File: config.mk
export PLATFORM = sky130hd
export DESIGN_NAME = ffi_gamma_scheduler
export DESIGN_NICKNAME = d
export VERILOG_FILES = /design/src/rtl/ffi_gamma_scheduler.sv
export SDC_FILE = /design/constraint.sdc
export NUM_CORES = 1
export LEC_CHECK = 0
export ABC_AREA = 1
export CORE_ASPECT_RATIO = 1.5
export CORE_MARGIN = 1
export CORE_UTILIZATION = 40
export DETAILED_ROUTE_END_ITERATION = 12
export PLACE_DENSITY = 0.74
export SLEW_MARGIN = 20
export SYNTH_ARGS = -nofsm -noshare
export SYNTH_HDL_FRONTEND = slang
export SYNTH_SLANG_ARGS = --single-unit
File: constraint.sdc
create_clock -name clk -period 6.14 [get_ports clk]
set_clock_uncertainty 0.1 [all_clocks]
set_input_delay 1.535 -clock clk [delete_from_list [all_inputs] [get_ports clk]]
set_output_delay 1.535 -clock clk [all_outputs]
set_load 0.005 [all_outputs]
File: src/rtl/ffi_gamma_scheduler.sv
// Feed-forward inhibition sequencer over one gamma cycle of volleys.
// Optional FFI_STATS_EN adds inhib_count and last_count outputs.
module ffi_gamma_scheduler #(
  parameter int NUM_SPIKES      = 16,
  parameter int GAMMA_LEN       = 8,
  parameter int FFI_MAX_DEFAULT = 4,
  localparam int CNT_W = $clog2(NUM_SPIKES*GAMMA_LEN+1),
  localparam int SW    = $clog2(GAMMA_LEN)
) (
  input  logic                  clk,
  input  logic                  rst_l,
  input  logic                  cfg_we,
  input  logic [CNT_W-1:0]      cfg_ffi_max,
  input  logic                  start,
  input  logic                  in_valid,
  output logic                  in_ready,
  input  logic [NUM_SPIKES-1:0] in_spikes_l,
  output logic                  out_valid,
  input  logic                  out_ready,
  output logic [NUM_SPIKES-1:0] out_spikes_l,
  output logic [SW-1:0]         step_idx,
  output logic                  busy,
  output logic                  inhibited,
  output logic                  gamma_done
`ifdef FFI_STATS_EN
  ,
  output logic [15:0]           inhib_count,
  output logic [CNT_W-1:0]      last_count
`endif
);

  typedef enum logic [1:0] {
    ST_IDLE,
    ST_RUN,
    ST_INHIBIT
  } state_t;

  localparam logic [SW-1:0] LAST = SW'(GAMMA_LEN-1);
  localparam logic [CNT_W-1:0] DEF_MAX = CNT_W'(FFI_MAX_DEFAULT);

  state_t                r_state;
  logic [CNT_W-1:0]      r_c;
  logic [CNT_W-1:0]      r_ffi_max;
  logic [SW-1:0]         r_step;
  logic                  r_ov;
  logic                  r_inh;
  logic                  r_done;
  logic [NUM_SPIKES-1:0] r_out;

  logic [CNT_W-1:0]      w_n;
  logic [CNT_W:0]        w_sum;
  logic                  w_pass;
  logic                  w_fire;
  logic                  w_last;
  logic                  w_acc;
  logic [NUM_SPIKES-1:0] w_out;
  logic [CNT_W-1:0]      w_c_nxt;

  // spikes are active-low, so count the zero bits
  always_comb begin
    w_n = '0;
    for (int i = 0; i < NUM_SPIKES; i++) begin
      w_n = w_n + {{(CNT_W-1){1'b0}}, ~in_spikes_l[i]};
    end
  end

  assign w_sum   = {1'b0, r_c} + {1'b0, w_n};
  assign w_pass  = (r_state == ST_RUN) &&
                   (w_sum < {1'b0, r_ffi_max});
  assign w_fire  = (r_state == ST_RUN) && !w_pass;
  assign w_out   = w_pass ? in_spikes_l : '1;
  assign w_c_nxt = w_pass ? w_sum[CNT_W-1:0] : r_c;
  assign w_last  = (r_step == LAST);
  assign w_acc   = in_valid && in_ready;

  assign in_ready     = (r_state != ST_IDLE) &&
                        (!r_ov || out_ready);
  assign out_valid    = r_ov;
  assign out_spikes_l = r_out;
  assign step_idx     = r_step;
  assign busy         = (r_state != ST_IDLE);
  assign inhibited    = r_inh;
  assign gamma_done   = r_done;

  always_ff @(posedge clk or negedge rst_l) begin
    if (!rst_l) begin
      r_state   <= ST_IDLE;
      r_c       <= '0;
      r_ffi_max <= DEF_MAX;
      r_step    <= '0;
      r_ov      <= 1'b0;
      r_inh     <= 1'b0;
      r_done    <= 1'b0;
      r_out     <= '1;
    end else begin
      r_done <= 1'b0;
      if (w_acc) begin
        r_ov  <= 1'b1;
        r_out <= w_out;
      end else if (out_ready) begin
        r_ov <= 1'b0;
      end
      unique case (r_state)
        ST_IDLE: begin
          if (cfg_we) r_ffi_max <= cfg_ffi_max;
          if (start) begin
            r_state <= ST_RUN;
            r_c     <= '0;
            r_step  <= '0;
            r_inh   <= 1'b0;
          end
        end
        ST_RUN, ST_INHIBIT: begin
          if (w_acc) begin
            r_c <= w_c_nxt;
            if (w_fire) begin
              r_state <= ST_INHIBIT;
              r_inh   <= 1'b1;
            end
            // the final step overrides any inhibit transition
            if (w_last) begin
              r_step  <= '0;
              r_state <= ST_IDLE;
              r_done  <= 1'b1;
            end else begin
              r_step <= r_step + 1'b1;
            end
          end
        end
        default: r_state <= ST_IDLE;
      endcase
    end
  end

`ifdef FFI_STATS_EN
  logic [15:0]      r_icnt;
  logic [CNT_W-1:0] r_last_c;

  always_ff @(posedge clk or negedge rst_l) begin
    if (!rst_l) begin
      r_icnt   <= '0;
      r_last_c <= '0;
    end else if (w_acc && w_last) begin
      r_last_c <= w_c_nxt;
      if ((r_inh || w_fire) && (r_icnt != 16'hFFFF))
        r_icnt <= r_icnt + 16'd1;
    end
  end

  assign inhib_count = r_icnt;
  assign last_count  = r_last_c;
`endif

endmodule

# Yosys cells after proc, flatten, opt, wreduce, memory -nomap -nowiden
# Cells that the tools add are included.
# Widths: inputs -> output; s select.
totals:
  out_inout_bits: 24
  in_bits: 30
  wordCells: 90
  regBits: 40
classes:
  mux: 23
  addsub: 17
  eq_ne: 8
  bitwise: 16
  n_reduce_logical: 17
  n_lt_le_gt_ge: 1
ops:
  columns: ["cell", "count"]
  rows:
  - ["$add 8x1->8", 8]
  - ["$mux 8", 3]
  - ["$mux 16", 1]
  - ["$not 1->1", 16]
  - ["$pmux 8 s2", 1]
  - ["$add 8x8->9", 1]
  - ["$lt 9x8->1", 1]
  - ["$mux 3", 3]
  - ["$add 7x1->8", 1]
  - ["$mux 1", 8]
  - ["$mux 2", 4]
  - ["$ne 2x2->1 const B", 4]
  - ["$reduce_and 4->1", 2]
  - ["$add 6x1->7", 1]
  - ["$add 5x1->6", 1]
  - ["$pmux 3 s2", 1]
  - ["$reduce_and 3->1", 2]
  - ["$reduce_bool 2->1", 3]
  - ["$add 4x1->5", 1]
  - ["$add 3x1->4", 1]
  - ["$logic_and 1x1->1", 4]
  - ["$pmux 2 s2", 1]
  - ["$add 2x1->3", 1]
  - ["$add 3x1->3 const B", 1]
  - ["other kinds (11)", 12]

# Logic depth before layout (Yosys ltp)
# Gate-level depths: netlist (run 1).
logic_depth:
  depth_word: 25
  depth_mapped: 29
  mapped_depth_nobuf: 29

# Worst setup path before layout (run 1)
# Ideal clock, no wire load.
synth_timing:
  kind: "input -> register"
  start: "input port in_spikes_l[10]"
  end: "register r_out[6] (netlist: out_spikes_l[6])"
  t_arrival_ns: 5.882
  stages: 23
  setup_ns: 0.078
  t_required_ns: 5.962
  n_path_buf: 1
  slack_ns: 0.080
  cell_sequence: "inv_1 > fa_1 > inv_1 > fa_1 > inv_1 > fa_1 > fa_1 > fa_1 > inv_1 > fa_1 > nand3b_1 > nand2_1 > nand2_1 > nand2_2 > xor2_1 > ha_1 > a21oi_1 > nand2_1 > nand2_1 > nand3_2 > buf_2 > o22ai_1 > inv_1"
synth_between:
  elab_chain_cells: 11
synth_lines:
  columns: ["item", "line_no", "rtl"]
  rows:
  - ["start, declared", "17", "input logic [NUM_SPIKES-1:0] in_spikes_l,"]
  - ["$not 1->1", "63", "w_n = w_n + {{(CNT_W-1){1'b0}}, ~in_spikes_l[i]};"]
  - ["$add 8x1->8 (6 in a row)", "63", null]
  - ["$add 8x8->9", "67", "assign w_sum = {1'b0, r_c} + {1'b0, w_n};"]
  - ["$lt 9x8->1", "69", "(w_sum < {1'b0, r_ffi_max});"]
  - ["$logic_and 1x1->1", "68", "assign w_pass = (r_state == ST_RUN) &&"]
  - ["$mux 16", "71", "assign w_out = w_pass ? in_spikes_l : '1;"]
  - ["end signal, assigned", "99", "r_out <= w_out;"]
  - ["end, declared", "48", "logic [NUM_SPIKES-1:0] r_out;"]
# No other way between the ends.
# A chain may end at the register's enable or synchronous reset.

# Worst setup path after layout (run 1)
layout_timing:
  start: "input port in_spikes_l[14]"
  end: "register r_c[6]"
layout_between:
  elab_chain_cells: 8
  elab_cells_between_ends: 11
  classes_between: "add/sub (3); order compare (1); eq/ne (1); mux (3); bitwise (1); reduce/logical (2)"
layout_lines:
  columns: ["item", "line_no", "rtl"]
  rows:
  - ["$not 1->1 *", "63", null]
  - ["$add 8x1->8 * (2 in a row)", "63", null]
  - ["$add 8x8->9 *", "67", null]
  - ["$lt 9x8->1", "69", null]
  - ["$logic_and 1x1->1", "68", null]
  - ["$ne 2x2->1 (no source line)", null, null]
  - ["$reduce_and 4->1 (no source line)", null, null]
  - ["end signal, assigned", "115", "r_c <= w_c_nxt;"]
  - ["end, declared", "42", "logic [CNT_W-1:0] r_c;"]
# Mark *: on every way between the ends. The rest lies on a longest branch, timed or not. The select of a mux whose other input is x is not followed.

==> results of run 1 <==
## cells in the mapped netlist, drive strengths merged, types with 2 or more instances
master and count:
o22ai 16, nand3 17, or2 5, nor2 13, buf 2, clkbuf 4, nand2 67, a21oi 17
xor2 3, inv 71, dfrtp 23, fa 12, dfstp 17, xnor2 2, ha 20
## kinds of logic (layout without fill, tap and decap cells)
kind of cell               after synthesis  in the layout  synth area share (%)
and+or+nand+nor                        104            104                 18.81
DFF                                     40             40                 39.60
muxes                                    1              1                0.4362
buffers and inverters                   77            151                 11.29
adders and majority gates               32             32                 19.00
AOI/OAI and AO/OA                       37             37                 9.162
xor gates and xnor gates                 5              5                 1.697
## area by class of cell
type	instances	area, um2
inverters	71	269.0
fillers	560	2636
clock inverters	3	46.29
multi-input cells	179	1370
clock buffers	5	68.82
flip-flops and latches	40	1022
well taps	74	92.59
repair buffers	72	669.4
## sequential cells by signal, indices dropped and copies added, names as in the netlist
name	cells
out_spikes_l	16
r_c	8
r_ffi_max	8
step_idx	3
r_state	2
gamma_done	1
inhibited	1
out_valid	1
## per-layer routing
| layer | global-route usage (%) | vias to the layer above |
|---|---|---|
| met2 | 31.53 | 43 |
| met4 | 6.056 | 0 |
| met1 | 18.47 | 990 |
| met3 | 2.955 | 6 |
| li1 | - | 1056 |
| met5 | 0 | - |
## worst max-delay path, stage by stage
cell	delay (ns)
buf_8	0.07
inv_4	0.03
fa_1	0.54
inv_2	0.04
fa_1	0.50
inv_1	0.05
fa_1	0.48
fa_1	0.56
fa_2	0.22
inv_2	0.04
fa_2	0.32
nand3b_1	0.18
nand2_2	0.12
nand2_2	0.05
nand2_2	0.08
xor2_2	0.17
ha_1	0.27
nand2_1	0.07
inv_1	0.04
nand2_1	0.05
nand2_1	0.07
nand2_2	0.13
nand4_4	0.14
buf_4	0.18
nand3_1	0.07
nand2_1	0.06
## per-stage QoR
stage | utilization [%] | hold slack (ns)
floorplan | - | 0.3567
global placement | 53.31 | 0.3771
detailed placement | 53.31 | 0.3784
CTS | 55.83 | 0.3905
global route | 57.30 | 0.4193
finish | 57.30 | 0.3852
## where the power goes
group | switching, mW | internal (mW)
logic | 0.610 | 0.602
registers | 0.0597 | 0.404
clock network | 0.0990 | 0.122
## worst paths after layout
kind / cells after the start / slack (ns) / start / to
worst max-delay path: 26 / 0.18 / in_spikes_l[14] / r_c[6]$_DFFE_PN0P_
worst min-delay path: 2 / 0.39 / r_ffi_max[2]$_DFFE_PN1P_ / r_ffi_max[2]$_DFFE_PN1P_
worst max register to register: 24 / 1.16 / r_c[0]$_DFFE_PN0P_ / r_c[6]$_DFFE_PN0P_
worst min register to register: 2 / 0.39 / r_ffi_max[2]$_DFFE_PN1P_ / r_ffi_max[2]$_DFFE_PN1P_
max in group asynchronous: 1 / 4.13 / rst_l / r_ffi_max[1]$_DFFE_PN0P_
min in group asynchronous: 1 / 1.25 / rst_l / out_valid$_DFFE_PN0P_
## repair_timing
item	4_1_cts	5_1_grt
setup buffers	3	2
endpoints found under the hold margin	0	0
gates resized for setup	19	39
cloned	0	0
endpoints found under the setup margin	27	27
pin swaps	16	26
==> reports/metrics.yaml, run 1 <==
run_status:
  status: "finished clean"
yosys:
  syn-num-nets: 358
  synth_seq_cells: 40
  synth-edff-count: 0
  async_reset_ff_share_pct: 100.0
  syn_inst: 296
  synth-seq-area-share_pct: 39.60
  synth_top_cell_area_share_pct: 22.30
  syn_avg_cell_area_um2: 8.720
  yosysUniqueCellTypes: 29
  yosysWarnings: 0
  yosysTopAreaCell: "dfrtp_1"
  synth_area_leaders: "dfrtp_1 22%, dfstp_2 17%, inv_1 10%"
  synthFlopType: "dfrtp_1"
  synthesis.area_um2: 2581
timing:
  relSlewSlack_pct: 41.08
  min_period_over_period_pct: 97.09
  max_freq_mhz: 167.8
  finalHoldViolCount: 0
  maxSlewViolCount: 0
  worst-slew-pin-transition_ns: 0.8838
  rsz0062_at_grt: "true"
  post-route-min-period_ns: 5.961
  finalSetupViolations: 0
  setup_slack_ns: 0.1790
  finalSetupTns_ns: 0
clock_tree:
  cts_tree: "yes"
  hold_buffers: 0
  clkLatencyLatePin_ns: 0.29
  clk_pin_slew_ns: 0.08
  root_buffer: "clkbuf_8"
  htreeDepth: 2
  numCtsBuffers: 5
  clk_path_buf_depth: 2
  cts_sinks: 40
min_path:
  holdCritPathClass: "register to register"
layout:
  final_cell_mix: "60 x inv_1, 60 x nand2_1, 44 x clkdlybuf4s50_1"
  drive_above_1_share_pct: 26.76
  finalInstanceArea_um2: 3538
  areaGrowthSynthToFinish_pct: 37.08
  antenna_cells: 0
  final_cells: 444
  fin_nets: 431
floorplan:
  rows: 35
  start_util_pct: 41.80
  fp.dieW_um: 67.59
  dieArea_um2: 6785
  die_h_um: 100.4
  core-area_um2: 6175
  num_io_pins: 54
routing:
  dr.max_layer_used: "met4"
  wirelength_mm: 5.395
  wl_met3_um: 194
  ant_nets: 0
  wl_per_cell_um: 12.15
  wl_met2_mm: 3.041
  viasPerCell: 4.718
  wl_met1_mm: 2.055
  drt_iter0_drc: 79
  drcViolationCount: 0
  dr_total_vias: 2095
  first_pass_iters: 4
placement:
  dp_cells: 431
  place_ws_ns: -0.6505
  routabilityCongestion: 0.8468
  numPortBuffers: 53
  place_hpwl_mm: 4.101
  place_area_um2: 3292
pwr:
  p_per_area_nw_per_um2: 536.3
  p_leak_nw: 1.791
  power_mw: 1.898
  worst_ir_drop_vdd_mv: 0.1961
global_route:
  grt_pass1_wl_mm: 8.680
  grt_use_total_pct: 17.00
  grt_start_max_net_pins: 41
  grt.overflow.total: 0
  grt_pass1_vias: 2067
  antenna_found_initial: 0
flow_run:
  cap_viol_max_count: 0
setup_path:
  crit_path_start_kind: "input port"
  endpoint_kind: "register"
  crit_type: "input port to register"
  worstPathArrival_ns: 6.05
  cp.required_ns: 6.23
  cp_max_fo: 3
(Power assumes the default switching activity.)
==> inputs of run 2 (changes only) <==
--- a/config.mk
+++ b/config.mk
@@ -10,7 +10,8 @@
 export CORE_MARGIN = 1
 export CORE_UTILIZATION = 40
 export DETAILED_ROUTE_END_ITERATION = 12
-export PLACE_DENSITY = 0.74
+export DONT_BUFFER_PORTS = 1
+export PLACE_DENSITY = 0.52
 export SLEW_MARGIN = 20
 export SYNTH_ARGS = -nofsm -noshare
 export SYNTH_HDL_FRONTEND = slang
==> run 2 against run 1 <==
Against the previous run: sequential share of layout area increased by 6.8 points; routed wire length decreased by 8.0%; via count decreased by 11%; total power decreased by 16%; final area decreased by 19%; clock power about the same; combinational power decreased by 25%; global-route usage decreased by 0.11 points; flip-flop and latch count unchanged; final cell count decreased by 14%.
==> reports/metrics.yaml, run 2 (synthesized netlist as in run 1, its figures left out) <==
setup_path:
  timing.rr.start: "r_c[0]$_DFFE_PN0P_"
  reg2reg_depth: 24
  crit_type: "input port to register"
  cp.required_ns: 6.28
  endpoint_kind: "register"
  worstPathArrival_ns: 6.06
  rrSetupSlack_ns: 1.19
  cp_max_fo: 8
  crit_path_start_kind: "input port"
  worstReg2RegEnd: "r_c[2]$_DFFE_PN0P_"
timing:
  maxSlewViolCount: 0
  post-route-min-period_ns: 5.926
  relSlewSlack_pct: 66.47
  setup_slack_ns: 0.2142
  finalHoldViolCount: 0
  min_period_over_period_pct: 96.51
  max_freq_mhz: 168.8
  finalSetupViolations: 0
  worst-slew-pin-transition_ns: 0.5017
routing:
  wl_per_cell_um: 13.02
  wl_met2_mm: 2.623
  wl_met1_mm: 2.046
  drcViolationCount: 0
  wl_met3_um: 191
  first_pass_iters: 4
  dr_total_vias: 1856
  drt_iter0_drc: 63
  dr.max_layer_used: "met4"
  wirelength_mm: 4.961
  viasPerCell: 4.871
  ant_nets: 0
min_path:
  holdCritPathClass: "register to register"
  holdPathEnd: "r_ffi_max[2]$_DFFE_PN1P_"
  worstHoldStart: "r_ffi_max[2]$_DFFE_PN1P_"
  hold_depth: 2
run_status:
  status: "finished clean"
clock_tree:
  hold_buffers: 0
  numCtsBuffers: 5
  root_buffer: "clkbuf_8"
  clkLatencyLatePin_ns: 0.29
  htreeDepth: 2
  clk_path_buf_depth: 2
  clk_pin_slew_ns: 0.08
  cts_sinks: 40
  cts_tree: "yes"
placement:
  routabilityCongestion: 0.8420
  place_ws_ns: -0.2380
  place_hpwl_mm: 3.839
  numPortBuffers: 0
  place_area_um2: 2721
  dp_cells: 372
global_route:
  grt_pass1_wl_mm: 8.666
  grt_pass1_vias: 1815
  grt.overflow.total: 0
  grt_use_total_pct: 16.89
  grt_start_max_net_pins: 41
  antenna_found_initial: 0
floorplan:
  dieArea_um2: 6785
  core-area_um2: 6175
  fp.dieW_um: 67.59
  start_util_pct: 41.80
  die_h_um: 100.4
  rows: 35
  num_io_pins: 54
layout:
  final_cell_mix: "69 x inv_1, 62 x nand2_1, 23 x dfrtp_1"
  final_cells: 381
  antenna_cells: 0
  final_common_cell: "inv_1"
  drive_above_1_share_pct: 18.24
  largest_reg_flops: 16
  finalInstanceArea_um2: 2860
  areaGrowthSynthToFinish_pct: 10.81
  fin_nets: 368
pwr:
  clockPowerShare_pct: 13.7
  p_per_area_nw_per_um2: 558.2
  worst_ir_drop_vdd_mv: 0.2244
  power_mw: 1.596
  p_leak_nw: 1.518
  p_int_uw: 913.1
  switchingPower_uw: 683.4
  pwr-share-seq_pct: 29.7
  combPwrFrac_pct: 56.6
  sw_frac_of_total_pct: 42.81
flow_run:
  cap_viol_max_count: 0
run 2: power by group through the flow:
stage                     sequential [mW]  combinational (mW)  clock (mW)
after floorplan                     0.463               0.667           0
after global placement              0.481               0.900           0
after detailed placement            0.482               0.911           0
after CTS                           0.477               0.919       0.228
after global routing                0.496                1.06       0.242
final                               0.475               0.904       0.218
run 2: worst max path at each step:
stage                                from                          end  cells after the start
after floorplan           in_spikes_l[10]  out_spikes_l[6]$_DFFE_PN1P_                     23
after global placement    in_spikes_l[10]           r_c[6]$_DFFE_PN0P_                     23
after detailed placement  in_spikes_l[10]           r_c[2]$_DFFE_PN0P_                     23
after CTS                 in_spikes_l[10]           r_c[2]$_DFFE_PN0P_                     23
after global routing      in_spikes_l[10]           r_c[2]$_DFFE_PN0P_                     25
final                     in_spikes_l[10]           r_c[2]$_DFFE_PN0P_                     25
run 2: through the flow:
step / hold slack, ns / setup TNS [ns] / utilization, %
3_5_place_dp: 0.3785 / -4.457 / 44.07
3_3_place_gp: 0.3803 / -3.930 / 44.07
5_1_grt: 0.4230 / -0.02526 / 46.32
4_1_cts: 0.3914 / 0 / 45.88
2_1_floorplan: 0.3567 / 0 / -
6_report: 0.3851 / 0 / 46.32
run 2: critical path, stage by stage:
cell and delay (ns):
inv_1 0.05, fa_1 0.54, inv_1 0.05, fa_1 0.47, inv_1 0.05, fa_1 0.49, fa_1 0.52, fa_2 0.20
inv_1 0.05, fa_1 0.39, nand3b_1 0.17, nand2_1 0.11, nand2_1 0.07, nand2_2 0.09, xor2_2 0.17, ha_1 0.27
nand2_1 0.08, inv_1 0.03, nand2_1 0.05, nand2_1 0.07, nand2_2 0.11, nand4_4 0.13, nor2_4 0.21, nand2_1 0.08
nand2_1 0.06
run 2: cell type report:
cell class / count / area, um2
Timing Repair Buffer: 9 / 83.83
Tap cell: 74 / 92.59
Inverter: 71 / 266.5
Multi-Input combinational cell: 179 / 1284
Fill cell: 606 / 3314
Clock inverter: 3 / 42.54
Sequential cell: 40 / 1022
Clock buffer: 5 / 68.82
run 2: timing repair:
action                     CTS  global route
setup buffers                0             1
setup endpoints to repair    0            26
gates resized for setup      0             5
run 2: routing by layer:
layer,up-vias,track usage [%]
li1,936,-
met1,872,20.64
met2,41,28.71
met3,7,3.295
met4,0,5.892
met5,-,0
==> inputs of run 3 (changes only) <==
--- a/config.mk
+++ b/config.mk
@@ -16,3 +16,4 @@
 export SYNTH_ARGS = -nofsm -noshare
 export SYNTH_HDL_FRONTEND = slang
 export SYNTH_SLANG_ARGS = --single-unit
+export TNS_END_PERCENT = 10
==> results of run 3 <==
No change in the layout: final DEF, timing and power equal those of run 2.
